[src/rtl/ram_loader_pkg.sv]
// Shared command codes, FSM state encoding and length convention for ram_loader.
package ram_loader_pkg;

  localparam logic [7:0] CMD_WRITE = 8'h57;
  localparam logic [7:0] CMD_READ  = 8'h52;

  localparam int unsigned LEN_ZERO_MEANS = 256;

  typedef enum logic [2:0] {
    IDLE    = 3'd0,
    ADDR_HI = 3'd1,
    ADDR_LO = 3'd2,
    LEN     = 3'd3,
    WDATA   = 3'd4,
    RADDR   = 3'd5,
    RWAIT   = 3'd6,
    RSEND   = 3'd7
  } state_t;

endpackage

[src/rtl/ram_loader_if.sv]
// Byte-stream, transmit handshake and RAM pin bundle between ram_loader and its neighbours.
interface ram_loader_if #(
  parameter int unsigned A = 10
) ();

  logic [7:0]   rx_data;
  logic         rx_valid;
  logic [7:0]   tx_data;
  logic         tx_valid;
  logic         tx_ready;
  logic [A-1:0] ram_addr;
  logic [7:0]   ram_din;
  logic         ram_we;
  logic [7:0]   ram_dout;
  logic         busy;
  logic         err;

  modport master (
    input  rx_data, rx_valid, tx_ready, ram_dout,
    output tx_data, tx_valid, ram_addr, ram_din, ram_we, busy, err
  );

  modport slave (
    output rx_data, rx_valid, tx_ready, ram_dout,
    input  tx_data, tx_valid, ram_addr, ram_din, ram_we, busy, err
  );

endinterface

[src/rtl/ram_loader.sv]
// Byte-stream write-block / read-block command engine driving a synchronous RAM.
module ram_loader
  import ram_loader_pkg::*;
#(
  parameter int unsigned A = 10
) (
  input  logic         clk,
  input  logic         rst,
  ram_loader_if.master bus
);

  state_t       state, state_n;
  logic         is_write, is_write_n;
  logic [7:0]   addr_hi, addr_hi_n;
  logic [A-1:0] addr, addr_n;
  logic [8:0]   count, count_n;

  logic [7:0]   tx_data_n;
  logic         tx_valid_n;
  logic [A-1:0] ram_addr_n;
  logic [7:0]   ram_din_n;
  logic         ram_we_n;
  logic         err_n;

  always_comb begin
    state_n    = state;
    is_write_n = is_write;
    addr_hi_n  = addr_hi;
    addr_n     = addr;
    count_n    = count;
    tx_data_n  = bus.tx_data;
    tx_valid_n = bus.tx_valid;
    ram_addr_n = bus.ram_addr;
    ram_din_n  = bus.ram_din;
    ram_we_n   = 1'b0;
    err_n      = 1'b0;

    case (state)
      IDLE: begin
        if (bus.rx_valid) begin
          if (bus.rx_data == CMD_WRITE || bus.rx_data == CMD_READ) begin
            is_write_n = (bus.rx_data == CMD_WRITE);
            state_n    = ADDR_HI;
          end else begin
            err_n = 1'b1;
          end
        end
      end
      ADDR_HI: begin
        if (bus.rx_valid) begin
          addr_hi_n = bus.rx_data;
          state_n   = ADDR_LO;
        end
      end
      ADDR_LO: begin
        if (bus.rx_valid) begin
          addr_n  = A'({addr_hi, bus.rx_data});
          state_n = LEN;
        end
      end
      LEN: begin
        if (bus.rx_valid) begin
          count_n = (bus.rx_data == 8'd0) ? 9'(LEN_ZERO_MEANS) : {1'b0, bus.rx_data};
          state_n = is_write ? WDATA : RADDR;
        end
      end
      WDATA: begin
        if (bus.rx_valid) begin
          ram_we_n   = 1'b1;
          ram_din_n  = bus.rx_data;
          ram_addr_n = addr;
          addr_n     = addr + 1'b1;
          count_n    = count - 9'd1;
          if (count == 9'd1) state_n = IDLE;
        end
      end
      RADDR: state_n = RWAIT;
      RWAIT: begin
        tx_data_n  = bus.ram_dout;
        tx_valid_n = 1'b1;
        state_n    = RSEND;
      end
      RSEND: begin
        if (bus.tx_ready) begin
          tx_valid_n = 1'b0;
          addr_n     = addr + 1'b1;
          count_n    = count - 9'd1;
          state_n    = (count == 9'd1) ? IDLE : RADDR;
        end
      end
      default: state_n = IDLE;
    endcase

    // Register the read address on entry to RADDR so the RAM sees it during
    // RADDR and ram_dout is already valid while in RWAIT.
    if (state_n == RADDR) ram_addr_n = addr_n;
  end

  always_ff @(posedge clk) begin
    if (rst) begin
      state        <= IDLE;
      is_write     <= 1'b0;
      addr_hi      <= '0;
      addr         <= '0;
      count        <= '0;
      bus.tx_data  <= '0;
      bus.tx_valid <= 1'b0;
      bus.ram_addr <= '0;
      bus.ram_din  <= '0;
      bus.ram_we   <= 1'b0;
      bus.busy     <= 1'b0;
      bus.err      <= 1'b0;
    end else begin
      state        <= state_n;
      is_write     <= is_write_n;
      addr_hi      <= addr_hi_n;
      addr         <= addr_n;
      count        <= count_n;
      bus.tx_data  <= tx_data_n;
      bus.tx_valid <= tx_valid_n;
      bus.ram_addr <= ram_addr_n;
      bus.ram_din  <= ram_din_n;
      bus.ram_we   <= ram_we_n;
      bus.busy     <= (state_n != IDLE);
      bus.err      <= err_n;
    end
  end

endmodule

[src/flat_wrapper.sv]
// flat-port wrapper written by rule: the top's interface ports become plain ports
module ram_loader_flat import ram_loader_pkg::*;
#(
  parameter int unsigned A = 10
)
  (clk, rst, bus_rx_data, bus_rx_valid, bus_tx_ready, bus_ram_dout, bus_tx_data, bus_tx_valid, bus_ram_addr, bus_ram_din, bus_ram_we, bus_busy, bus_err);
  ram_loader_if #(.A(A)) bus_i ();
  input  logic clk;
  input  logic rst;
  input wire logic [$bits(bus_i.rx_data)-1:0] bus_rx_data;
  input wire logic [$bits(bus_i.rx_valid)-1:0] bus_rx_valid;
  input wire logic [$bits(bus_i.tx_ready)-1:0] bus_tx_ready;
  input wire logic [$bits(bus_i.ram_dout)-1:0] bus_ram_dout;
  output wire logic [$bits(bus_i.tx_data)-1:0] bus_tx_data;
  output wire logic [$bits(bus_i.tx_valid)-1:0] bus_tx_valid;
  output wire logic [$bits(bus_i.ram_addr)-1:0] bus_ram_addr;
  output wire logic [$bits(bus_i.ram_din)-1:0] bus_ram_din;
  output wire logic [$bits(bus_i.ram_we)-1:0] bus_ram_we;
  output wire logic [$bits(bus_i.busy)-1:0] bus_busy;
  output wire logic [$bits(bus_i.err)-1:0] bus_err;
  assign bus_i.rx_data = bus_rx_data;
  assign bus_i.rx_valid = bus_rx_valid;
  assign bus_i.tx_ready = bus_tx_ready;
  assign bus_i.ram_dout = bus_ram_dout;
  assign bus_tx_data = bus_i.tx_data;
  assign bus_tx_valid = bus_i.tx_valid;
  assign bus_ram_addr = bus_i.ram_addr;
  assign bus_ram_din = bus_i.ram_din;
  assign bus_ram_we = bus_i.ram_we;
  assign bus_busy = bus_i.busy;
  assign bus_err = bus_i.err;
  ram_loader #(.A(A)) u_core (.clk(clk), .rst(rst), .bus(bus_i));
endmodule
[config.mk]
export PLATFORM = sky130hd
export DESIGN_NAME = ram_loader_flat
export DESIGN_NICKNAME = d
export VERILOG_FILES = /design/src/rtl/ram_loader_pkg.sv /design/src/rtl/ram_loader_if.sv /design/src/rtl/ram_loader.sv /design/src/flat_wrapper.sv
export SDC_FILE = /design/constraint.sdc
export NUM_CORES = 1
export LEC_CHECK = 0
export ABC_CLOCK_PERIOD_IN_PS = 1820
export CORE_MARGIN = 10
export CORE_UTILIZATION = 55
export CTS_BUF_LIST = sky130_fd_sc_hd__clkbuf_8
export DETAILED_ROUTE_END_ITERATION = 6
export DONT_BUFFER_PORTS = 1
export GPL_ROUTABILITY_DRIVEN = 0
export PLACE_DENSITY = 0.8
export SETUP_SLACK_MARGIN = 0.15
export SLEW_MARGIN = 20
export SYNTH_ARGS = -nofsm -noshare
export SYNTH_HDL_FRONTEND = slang
export SYNTH_SLANG_ARGS = --single-unit
[constraint.sdc]
create_clock -name clk -period 1.82 [get_ports clk]
set_input_delay 0.273 -clock clk [delete_from_list [all_inputs] [get_ports clk]]
set_output_delay 0.273 -clock clk [all_outputs]
set_load 0.02 [all_outputs]
==> After elaboration in Yosys (flattened, before gate mapping) <==
Cells that the tools add are included.
{ "op_classes": {"muxes": 27, "n_eq_ne": 14, "bitwise": 3, "reduce_logical": 16, "n_addsub": 2} }
{ "op_table": {"columns": ["op", "count"], "rows": [
  ["10-bit 2-to-1 mux", 6],
  ["9-bit 2-to-1 mux", 4],
  ["10-bit one-hot mux with 3 select lines", 1],
  ["3-bit 2-to-1 mux", 9],
  ["9-bit one-hot mux with 3 select lines", 1],
  ["3-bit one-hot mux with 8 select lines", 1],
  ["8-bit by 7-bit equality test with 1-bit output (second input constant)", 2],
  ["3-bit equality test (second input constant)", 5],
  ["10-bit by 1-bit adder with 10-bit output (second input constant)", 1],
  ["9-bit by 1-bit equality test with 1-bit output (second input constant)", 1],
  ["9-bit by 1-bit subtractor with 9-bit output (second input constant)", 1],
  ["8-bit logical NOT", 1],
  ["2-bit AND reduction", 4],
  ["3-bit by 2-bit equality test with 1-bit output (second input constant)", 2],
  ["2-bit inequality test (second input constant)", 3],
  ["2-bit nonzero test", 3],
  ["3-bit nonzero test", 2],
  ["1-bit 2-to-1 mux", 4],
  ["4-bit AND reduction", 1],
  ["3-bit by 1-bit equality test with 1-bit output (second input constant)", 1],
  ["3-bit logical NOT", 1],
  ["1-bit NOT", 3],
  ["3-bit AND reduction", 1],
  ["3-bit OR reduction", 1],
  ["other kinds (3)", 3]
]} }
{ "totals": {"wordCells": 74, "inputBits": 20, "reg_bits": 55} }

==> Depth between registers and ports, before layout <==
Gate-level depths: netlist of the first run.
{ "depth": {"ltp_word": 8, "mapped_depth": 8} }

==> Worst setup path after synthesis of the first run <==
OpenSTA, ideal clock, no wires.
{ "synth_path": {"path_kind": "register to register", "startpoint": "register u_core.state[1]", "endpoint": "register u_core.bus.ram_addr[0]", "path_buffers": 1, "path_slack_ns": -0.032, "stages_incl_launch_ff": 7, "arrival_ns": 1.730, "period_less_slack_ns": 1.852, "setup_ns": 0.121, "path_cell_list": "dfxtp_1 -> or2_1 -> nor4_4 -> o2bb2ai_2 -> o211ai_4 -> buf_6 -> mux2_4"} }
{ "synth_between": {"elab_chain_cells": 6, "elab_cells_between_ends": 23, "cone_classes": "eq/ne (8); mux (11); reduce/logical (4)"} }
{ "synth_rtl": {"columns": ["element", "line_no", "source"], "rows": [
  ["from (decl)", "ram_loader.sv:12", "state_t state, state_n;"],
  ["from (signal assigned)", "ram_loader.sv:114", "state <= state_n;"],
  ["3-bit 2-to-1 mux (on tied branches)", "ram_loader.sv:74, ram_loader.sv:41", null],
  ["3-bit 2-to-1 mux (on tied branches)", "ram_loader.sv:68, ram_loader.sv:40", null],
  ["3-bit one-hot mux with 8 select lines", "ram_loader.sv:38", "case (state)"],
  ["3-bit equality test", "ram_loader.sv:96", "if (state_n == RADDR) ram_addr_n = addr_n;"],
  ["2-bit nonzero test (no line)", null, null],
  ["2-bit AND reduction (no line)", null, null],
  ["to (signal assigned)", "ram_loader.sv:121", "bus.ram_addr <= ram_addr_n;"],
  ["to (decl)", "ram_loader_if.sv:20", "output tx_data, tx_valid, ram_addr, ram_din, ram_we, busy, err"]
]} }
Several ways; a longest one is shown, not always the timed one.
A chain may end at the register's enable or synchronous reset.

==> Worst setup path in the final report of the first run <==
{ "layout_path": {"startpoint": "register u_core.count[7]", "endpoint": "register u_core.bus.ram_addr[8]"} }
{ "layout_between": {"elab_chain_cells": 7, "elab_cells_between_ends": 11, "cone_classes": "eq/ne (2); mux (6); reduce/logical (3)"} }
{ "layout_rtl": {"columns": ["element", "line_no", "source"], "rows": [
  ["from (decl)", "ram_loader.sv:16", "logic [8:0] count, count_n;"],
  ["from (signal assigned)", "ram_loader.sv:118", "count <= count_n;"],
  ["9-bit by 1-bit equality test with 1-bit output *", "ram_loader.sv:74, ram_loader.sv:88", null],
  ["3-bit 2-to-1 mux (on tied branches)", "ram_loader.sv:88, ram_loader.sv:74", null],
  ["3-bit 2-to-1 mux (on tied branches)", "ram_loader.sv:84, ram_loader.sv:68", null],
  ["3-bit one-hot mux with 8 select lines *", "ram_loader.sv:38", null],
  ["3-bit equality test *", "ram_loader.sv:96", null],
  ["2-bit nonzero test (no line)", null, null],
  ["2-bit AND reduction (no line)", null, null]
]} }
Mark *: on every way between the ends. The rest lies on a longest branch, timed or not.

==> results.json, run 1 <==
{
  "outcome": "finished, violations left",
  "violations": "hold timing, setup timing",
  "crit_slowest_cell": "dfxtp_2",
  "cp_max_fo": 6,
  "holdPathStages": 1,
  "r2r-end": "u_core.bus.ram_addr[8]",
  "drt-total-wl_mm": 8.680,
  "hp-start": "rst",
  "maxCapViolations": 0,
  "leakage_nw": 1.367,
  "synth_edf_count": 0,
  "drtIter0Drc": 279,
  "vias_per_cell": 6.226,
  "via_count": 2814,
  "core.rowCount": 25,
  "cts_tree": "built",
  "drive_gt1_share_pct": 34.55,
  "post-route-util_pct": 76.39,
  "clock_path_buffers": 2,
  "wl_per_cell_um": 19.20,
  "diodes": 0,
  "die_w_um": 90.65,
  "track_usage_pct": 18.17,
  "htree_levels": 2,
  "start_kind": "register",
  "setup_ws_ns": -0.08714,
  "antenna_found_initial": 0,
  "arrival_ns": 2.17,
  "grt_pass1_wl_mm": 12.61,
  "fin_nets": 407,
  "slowest_delay_ns": 0.35,
  "ioPinCount": 50,
  "coreArea_sq_um": 4786,
  "rr_worst_depth": 7,
  "yosys-top-cells-area": "dfxtp_1 (40%), nand2_1 (10%), a21oi_1 (5.1%), nor2_1 (4.9%), nor2b_1 (2.3%)",
  "synth_top_flop_cell": "dfxtp_1",
  "setup_viol": 7,
  "hpwl_mm": 5.241,
  "ys_warn_count": 0,
  "ctsHoldBuffers": 0,
  "finalPower_mw": 2.071,
  "drcViolationCount": 0,
  "syn_avg_cell_area_sq_um": 8.122,
  "timing.final.crit_share_pct": 104.8,
  "hold_slack_ns": -0.0002430,
  "mostFrequentLayoutCell": "nand2_1",
  "path_cells": "nor3_4, and4b_2, a31oi_4, o211ai_4, buf_6, mux2_4, nor2_2",
  "cts-root-buf": "clkbuf_8",
  "grt_pass1_vias": 2584,
  "synth.top_cell.area_share_pct": 40.11,
  "ir_drop_mv": 0.4558,
  "seqCellArea_sq_um": 1117,
  "hold_end": "u_core.state[2]",
  "cp-end-kind": "register",
  "critPathKind": "reg2reg",
  "dieHeight_um": 90.65,
  "start_util_pct": 57.36,
  "tightest_slew_ns": 0.5830,
  "synth_area_sq_um": 2745,
  "drtAntennaViolNets": 0,
  "cts.sinks": 55,
  "min_path_type": "in2reg",
  "syn_to_final_growth_pct": 33.18,
  "dr.pass1.iters": 5,
  "finalMaxSlewViolations": 0,
  "die_area_sq_um": 8217,
  "seq_area_frac_synth_pct": 40.11,
  "fillers": 310,
  "portBuffers": 0,
  "multi_input_area_sq_um": 1819,
  "r2r_start": "u_core.count[7]",
  "synthArstFlopShare_pct": 0,
  "powerDensity_nw_per_um2": 566.4,
  "grt.overflow.total": 0,
  "final_cell_mix": "nand2_1 (71), dfxtp_1 (48), buf_4 (43)",
  "max_freq_mhz": 524.3,
  "synth_nets": 361,
  "synth.distinct_cells": 64,
  "hold_viol_final": 1,
  "period_minus_slack_ns": 1.907,
  "cts_buffers": 5,
  "fin_skew_ns": 0.01203,
  "r2r_slack_ns": -0.09,
  "synth-seq-cells": 55,
  "setup_tns_ns": -0.3728,
  "path_clk_slew_ns": 0.11,
  "slew_headroom_pct": 60.13,
  "synthCells": 338,
  "grt_max_degree": 55,
  "grt_setup_unrepaired": "true",
  "synth_top_area_cell": "dfxtp_1",
  "worstSkewPairLatency_ns": 0.32,
  "cp.required_ns": 2.08
}
critical path: cells and delay by family, from the launching register on:
kind / cells / cell delay, ns
mux: 1 / 0.31
simple gates: 3 / 0.60
buf+inv: 1 / 0.19
compound gates: 2 / 0.39
flops: 1 / 0.35
layer usage:
| layer | GRT usage [%] | wire [um] | vias up |
|---|---|---|---|
| met5 | 0 | 0 | - |
| met2 | 29.99 | 4339 | 154 |
| met1 | 20.87 | 3299 | 1330 |
| met4 | 8.488 | 280 | 0 |
| li1 | - | - | 1296 |
| met3 | 5.653 | 761 | 34 |
timing repair:
item	in CTS	in global routing
gates resized for setup	22	59
pin swaps	12	30
buffers inserted	8	8
endpoints found under the hold margin	0	0
cloned	0	1
setup endpoints to repair	31	22
final cells by class:
type / count / area share, %
flip-flops and latches: 55 / 30.56
clock buffers: 5 / 1.882
clock inverters: 3 / 1.266
well taps: 67 / 2.293
inverters: 3 / 0.3080
multi-input cells: 261 / 49.76
repair buffers: 58 / 13.93
cells by family after synthesis:
logic type	after synthesis	share of synthesized area, %
adders and majority gates	3	1.368
xor gates and xnor gates	1	0.3191
AOI/OAI and AO/OA	85	21.70
muxes	6	2.461
and+or+nand+nor	166	30.13
buffers and inverters	22	3.919
DFF	55	40.11
worst max-delay path by stage:
stage                         start                     end  slack, ns  cells past startpoint
floorplan            bus_rx_data[3]  u_core.bus.ram_addr[0]      -0.01                      6
CTS                 u_core.state[0]  u_core.bus.ram_addr[8]     -0.001                      7
global placement    u_core.state[2]  u_core.bus.ram_addr[8]      -0.09                      6
detailed placement  u_core.state[2]  u_core.bus.ram_addr[5]      -0.20                      7
finish              u_core.count[7]  u_core.bus.ram_addr[8]      -0.09                      7
global route        u_core.count[7]  u_core.bus.ram_addr[9]      -0.17                      8
synthesized netlist by cell type, drive strengths merged (3+ instances only):
cell	count
a21o	6
a21oi	28
a221oi	5
a22oi	7
a311oi	8
and3	3
buf	7
clkbuf	12
dfxtp	55
ha	3
inv	3
mux2	3
mux2i	3
nand2	74
nand3	8
nor2	37
nor2b	11
nor3	10
o211ai	4
o21ai	13
or2	3
or4	4
sequential cells by signal, summed over array words and instances, names as in the netlist:
signal / flops
u_core.addr: 10
u_core.bus.ram_addr: 10
u_core.count: 9
u_core.bus.err: 1
u_core.bus.tx_data: 8
u_core.state: 3
u_core.is_write: 1
u_core.addr_hi: 2
u_core.bus.tx_valid: 1
u_core.bus.busy: 1
u_core.bus.ram_din: 8
u_core.bus.ram_we: 1
through the flow:
| stage | instance area, sq um | hold slack (ns) | setup slack (ns) | std cells |
|---|---|---|---|---|
| 2_1_floorplan | 2760 | 0.4090 | -0.01141 | 338 |
| 3_3_place_gp | 3080 | 0.3518 | -0.09368 | 427 |
| 3_5_place_dp | 3080 | 0.3556 | -0.2048 | 427 |
| 4_1_cts | 3354 | 0.008058 | -0.001117 | 443 |
| 5_1_grt | 3656 | 0.0003374 | -0.1652 | 452 |
| 6_report | 3656 | -0.0002430 | -0.08714 | 452 |
where the power goes:
group | switching [mW] | total [mW] | internal (mW)
registers | 0.00251 | 1.20 | 1.20
clock network | 0.420 | 0.835 | 0.415
logic | 0.0150 | 0.0334 | 0.0184
No activity file was read; power rests on OpenSTA's default activity.
==> run 2: changes to the inputs <==
==> constraint.sdc (replaced) <==
create_clock -name clk -period 1.82 [get_ports clk]
set_input_delay 0.364 -clock clk [delete_from_list [all_inputs] [get_ports clk]]
set_output_delay 0.364 -clock clk [all_outputs]
set_load 0.02 [all_outputs]
==> results.json, run 2 (synthesis results as in run 1) <==
{
  "final_cell_mix": "nand2_1 (70), dfxtp_1 (48), buf_4 (47)",
  "start_kind": "register",
  "critPathKind": "reg2reg",
  "mostFrequentLayoutCell": "nand2_1",
  "leakage_nw": 1.384,
  "track_usage_pct": 19.85,
  "drtAntennaViolNets": 0,
  "cp.required_ns": 2.04,
  "finalMaxSlewViolations": 0,
  "power.switching_mw": 0.4338,
  "portBuffers": 0,
  "pwr-share-seq_pct": 61.3,
  "tightest_slew_ns": 0.4314,
  "hp-start": "rst",
  "pwr-share-comb_pct": 1.8,
  "antenna_found_initial": 0,
  "fin_skew_ns": 0.005005,
  "grt_pass1_vias": 2776,
  "coreArea_sq_um": 4786,
  "ctsHoldBuffers": 0,
  "grt_max_degree": 55,
  "hpwl_mm": 5.156,
  "grt.overflow.total": 0,
  "ioPinCount": 50,
  "die_area_sq_um": 8217,
  "r2r-end": "u_core.bus.ram_addr[9]",
  "ir_drop_mv": 0.6055,
  "placed_cell_area_sq_um": 3152,
  "power.internal_mw": 1.528,
  "setup_ws_ns": -0.1111,
  "arrival_ns": 2.15,
  "rr_worst_depth": 7,
  "dr.pass1.iters": 5,
  "clockPowerShare_pct": 37.0,
  "hold_viol_final": 0,
  "setup_viol": 10,
  "fin_nets": 413,
  "drcViolationCount": 0,
  "dieHeight_um": 90.65,
  "hold_end": "u_core.state[1]",
  "reg.largest.list": "u_core.addr: 10 flops, u_core.bus.ram_addr: 10 flops, u_core.count: 9 flops",
  "p_sw_share_pct": 22.11,
  "maxCapViolations": 0,
  "cts-root-buf": "clkbuf_8",
  "htree_levels": 2,
  "r2r_slack_ns": -0.11,
  "die_w_um": 90.65,
  "grt_setup_unrepaired": "true",
  "drtIter0Drc": 376,
  "fin_area_sq_um": 3729,
  "cts.sinks": 55,
  "start_util_pct": 57.36,
  "max_freq_mhz": 517.8,
  "r2r_start": "u_core.state[0]",
  "post-route-util_pct": 77.91,
  "vias_per_cell": 6.356,
  "diodes": 0,
  "powerDensity_nw_per_um2": 526.2,
  "holdPathStages": 1,
  "syn_to_final_growth_pct": 35.83,
  "cp_max_fo": 6,
  "violations": "setup timing",
  "min_path_type": "in2reg",
  "wl_per_cell_um": 20.37,
  "grt_pass1_wl_mm": 13.63,
  "outcome": "finished, violations left",
  "path_clk_slew_ns": 0.10,
  "period_minus_slack_ns": 1.931,
  "cp-end-kind": "register",
  "drive_gt1_share_pct": 37.08,
  "worstSkewPairLatency_ns": 0.32,
  "drt-total-wl_mm": 9.330,
  "cts_buffers": 5,
  "timing.final.crit_share_pct": 106.1,
  "slew_headroom_pct": 70.50,
  "cts_tree": "built",
  "via_count": 2911,
  "clock_path_buffers": 2,
  "core.rowCount": 25
}
run 2: changes by cell type in the layout (fill, tap and decap cells not counted), moves of 3 or more:
cell,delta
a22oi_1,-4
buf_4,+4
a22oi_2,+4
nor2b_4,-5
nor2b_1,+3
run 2: power groups by stage:
stage,sequential [mW],clock (mW),combinational [mW]
2_1_floorplan,1.23,0,0.0405
3_3_place_gp,1.23,0,0.0240
3_5_place_dp,1.23,0,0.0248
4_1_cts,1.20,0.731,0.0274
5_1_grt,1.20,0.770,0.0371
6_report,1.20,0.725,0.0349
run 2: worst max-delay path, cell delays in order, from the launching register on:
cell      delay (ns)
dfxtp_4         0.40
buf_6           0.12
and4_4          0.31
nor2_4          0.07
or4_1           0.40
and3_1          0.18
nor2b_4         0.13
a311oi_2        0.21
run 2: routing by layer:
layer  global-route usage [%]  share of wire [%]
met2                    34.01                 49
met5                        0                  0
met4                    9.284                4.7
met3                    6.567                8.8
met1                    21.54                 38
run 2: what timing repair did:
item	CTS	global route
pin swaps	17	21
gates resized for setup	43	44
setup endpoints to repair	29	24
gates cloned	2	1
setup buffers	9	1
run 2: area by class of cell:
cell class                      count  area [sq um]
Timing Repair Buffer               62         530.5
Sequential cell                    55          1117
Clock buffer                        6         82.58
Fill cell                         280          1057
Inverter                            3         11.26
Tap cell                           67         83.83
Clock inverter                      2         16.27
Multi-Input combinational cell    263          1887
run 2: how the worst max path moves through the flow:
stage | slack [ns] | start | to
5_1_grt | -0.17 | u_core.state[0] | u_core.bus.ram_addr[7]
6_report | -0.11 | u_core.state[0] | u_core.bus.ram_addr[9]
3_3_place_gp | -0.19 | u_core.state[1] | u_core.bus.ram_addr[7]
3_5_place_dp | -0.24 | u_core.state[1] | u_core.bus.ram_addr[7]
4_1_cts | -0.02 | u_core.count[1] | u_core.bus.ram_addr[8]
2_1_floorplan | -0.003 | bus_rx_data[3] | u_core.bus.ram_addr[0]
run 2: metrics by stage:
step	cells	hold WS, ns	total power [mW]	setup TNS (ns)	setup WS, ns
detailed placement	437	0.4458	1.259	-1.648	-0.2357
global route	458	0.09063	2.010	-1.219	-0.1654
floorplan	338	0.4604	1.275	-0.003418	-0.003418
global placement	437	0.4431	1.259	-0.9202	-0.1905
finish	458	0.09921	1.962	-0.3617	-0.1111
CTS	456	0.1045	1.962	-0.03964	-0.01805
==> run 3: changes to the inputs <==
- BUFFER_PORTS_ARGS: unset -> -buffer_cell sky130_fd_sc_hd__buf_4
- CORE_UTILIZATION: 55 -> 52
- DONT_BUFFER_PORTS: 1 -> unset
- PLACE_DENSITY: 0.8 -> 0.85
==> results.json, run 3 (synthesis results as in run 1) <==
{
  "outcome": "finished, violations left",
  "violations": "DRC, setup timing",
  "worstSkewPairLatency_ns": 0.32,
  "antenna_found_initial": 0,
  "syn_to_final_growth_pct": 61.26,
  "max_freq_mhz": 493.4,
  "timing.final.crit_share_pct": 111.4,
  "fin_skew_ns": 0.008095,
  "cts-root-buf": "clkbuf_8",
  "slew_headroom_pct": 36.70,
  "drtAntennaViolNets": 0,
  "via_count": 3691,
  "setup_viol": 13,
  "portBuffers": 49,
  "grt.overflow.total": 0,
  "maxCapViolations": 0,
  "start_util_pct": 53.75,
  "leakage_nw": 1.824,
  "fin_area_sq_um": 4427,
  "core.rowCount": 26,
  "drt-total-wl_mm": 13.46,
  "path_buf_inv": 2,
  "final_cell_mix": "buf_4 (112), nand2_1 (67), dfxtp_1 (44)",
  "period_minus_slack_ns": 2.027,
  "tightest_slew_ns": 0.9255,
  "hpwl_mm": 6.034,
  "grt_pass1_vias": 3300,
  "setup_ws_ns": -0.2068,
  "grt_setup_unrepaired": "true",
  "dieHeight_um": 92.66,
  "ir_drop_mv": 0.3965,
  "path_clk_slew_ns": 0.09,
  "cp_max_fo": 7,
  "powerDensity_nw_per_um2": 454.4,
  "clock_path_buffers": 2,
  "grt_max_degree": 37,
  "path_cells": "buf_6, or2_4, nor4_4, o2bb2ai_4, o211ai_4, buf_6, nor2b_1, a311oi_2",
  "cts_tree": "built",
  "ioPinCount": 50,
  "drcViolationCount": 90,
  "reg.largest.list": "u_core.addr: 10 flops, u_core.bus.ram_addr: 10 flops, u_core.count: 9 flops",
  "finalMaxSlewViolations": 0,
  "cts.sinks": 55,
  "timing.critical_path.max_delay_family": "simple AND/OR/NAND/NOR gates",
  "cp-end-kind": "register",
  "coreArea_sq_um": 5107,
  "grt_pass1_wl_mm": 17.58,
  "drive_gt1_share_pct": 49.57,
  "arrival_ns": 2.21,
  "slowest_delay_ns": 0.38,
  "critPathKind": "reg2reg",
  "die_w_um": 92.66,
  "cts_buffers": 5,
  "cpMostUsedCell": "buf_6",
  "placed_cell_area_sq_um": 3583,
  "vias_per_cell": 6.886,
  "min_path_type": "in2reg",
  "track_usage_pct": 25.46,
  "fin_nets": 488,
  "wl_per_cell_um": 25.11,
  "die_area_sq_um": 8585,
  "crit_slowest_cell": "dfxtp_4",
  "mostFrequentLayoutCell": "buf_4",
  "ctsHoldBuffers": 0,
  "finalPower_mw": 2.012,
  "diodes": 0,
  "r2r_slack_ns": -0.21,
  "htree_levels": 2,
  "dr.pass1.iters": 7,
  "drtIter0Drc": 792,
  "start_kind": "register",
  "cp.required_ns": 2.01,
  "hold_viol_final": 0
}
==> run 3: worst min-delay path: stages <==
cell and delay, ns:
buf_4 0.11, nand2_1 0.05, a21oi_1 0.05
==> run 3: area by class of cell <==
cell class | instances | area, sq um
clock inverters | 3 | 12.51
well taps | 70 | 87.58
multi-input cells | 262 | 1959
clock buffers | 5 | 68.82
fillers | 238 | 680.7
flip-flops and latches | 55 | 1125
repair buffers | 138 | 1162
inverters | 3 | 11.26
==> run 3: routing by layer <==
metal  wire length, um  track usage (%)  vias to the layer above  part of all wire, %
li1                  -                -                     1459                    -
met1              4588            28.61                     1700                   34
met2              5943            40.88                      387                   44
met3              1796            7.748                      145                   13
met4              1132            16.97                        0                  8.4
met5                 0                0                        -                    0
==> run 3: repair_timing <==
action	4_1_cts	5_1_grt
pin swaps	24	40
setup buffers	19	10
gates cloned	2	0
setup endpoints to repair	28	29
gates resized for setup	56	72
==> run 3: per-stage QoR <==
step           std cells   TNS [ns]  hold WS (ns)  setup slack [ns]  utilization, %
6_report             536     -1.598        0.2940           -0.2068           86.67
2_1_floorplan        338  -0.003418        0.4604         -0.003418               -
3_5_place_dp         497     -2.741        0.4478           -0.2087           70.16
3_3_place_gp         497     -1.508        0.4430           -0.1178           70.16
4_1_cts              526          0        0.2998          0.007443           79.13
5_1_grt              536     -2.392        0.3125           -0.3959           86.67
==> run 3: final timing paths <==
path                             to                   from  cells past startpoint
max          u_core.bus.ram_addr[1]        u_core.state[0]                      8
min           u_core.bus.tx_data[3]        bus_ram_dout[3]                      3
max reg2reg  u_core.bus.ram_addr[1]        u_core.state[0]                      8
min reg2reg   u_core.bus.tx_data[3]  u_core.bus.tx_data[3]                      2
==> run 3: power breakdown <==
part | switching [mW] | internal (mW) | total (mW)
clock | 0.408 | 0.261 | 0.668
sequential | 0.000663 | 1.20 | 1.20
combinational | 0.0877 | 0.0573 | 0.145
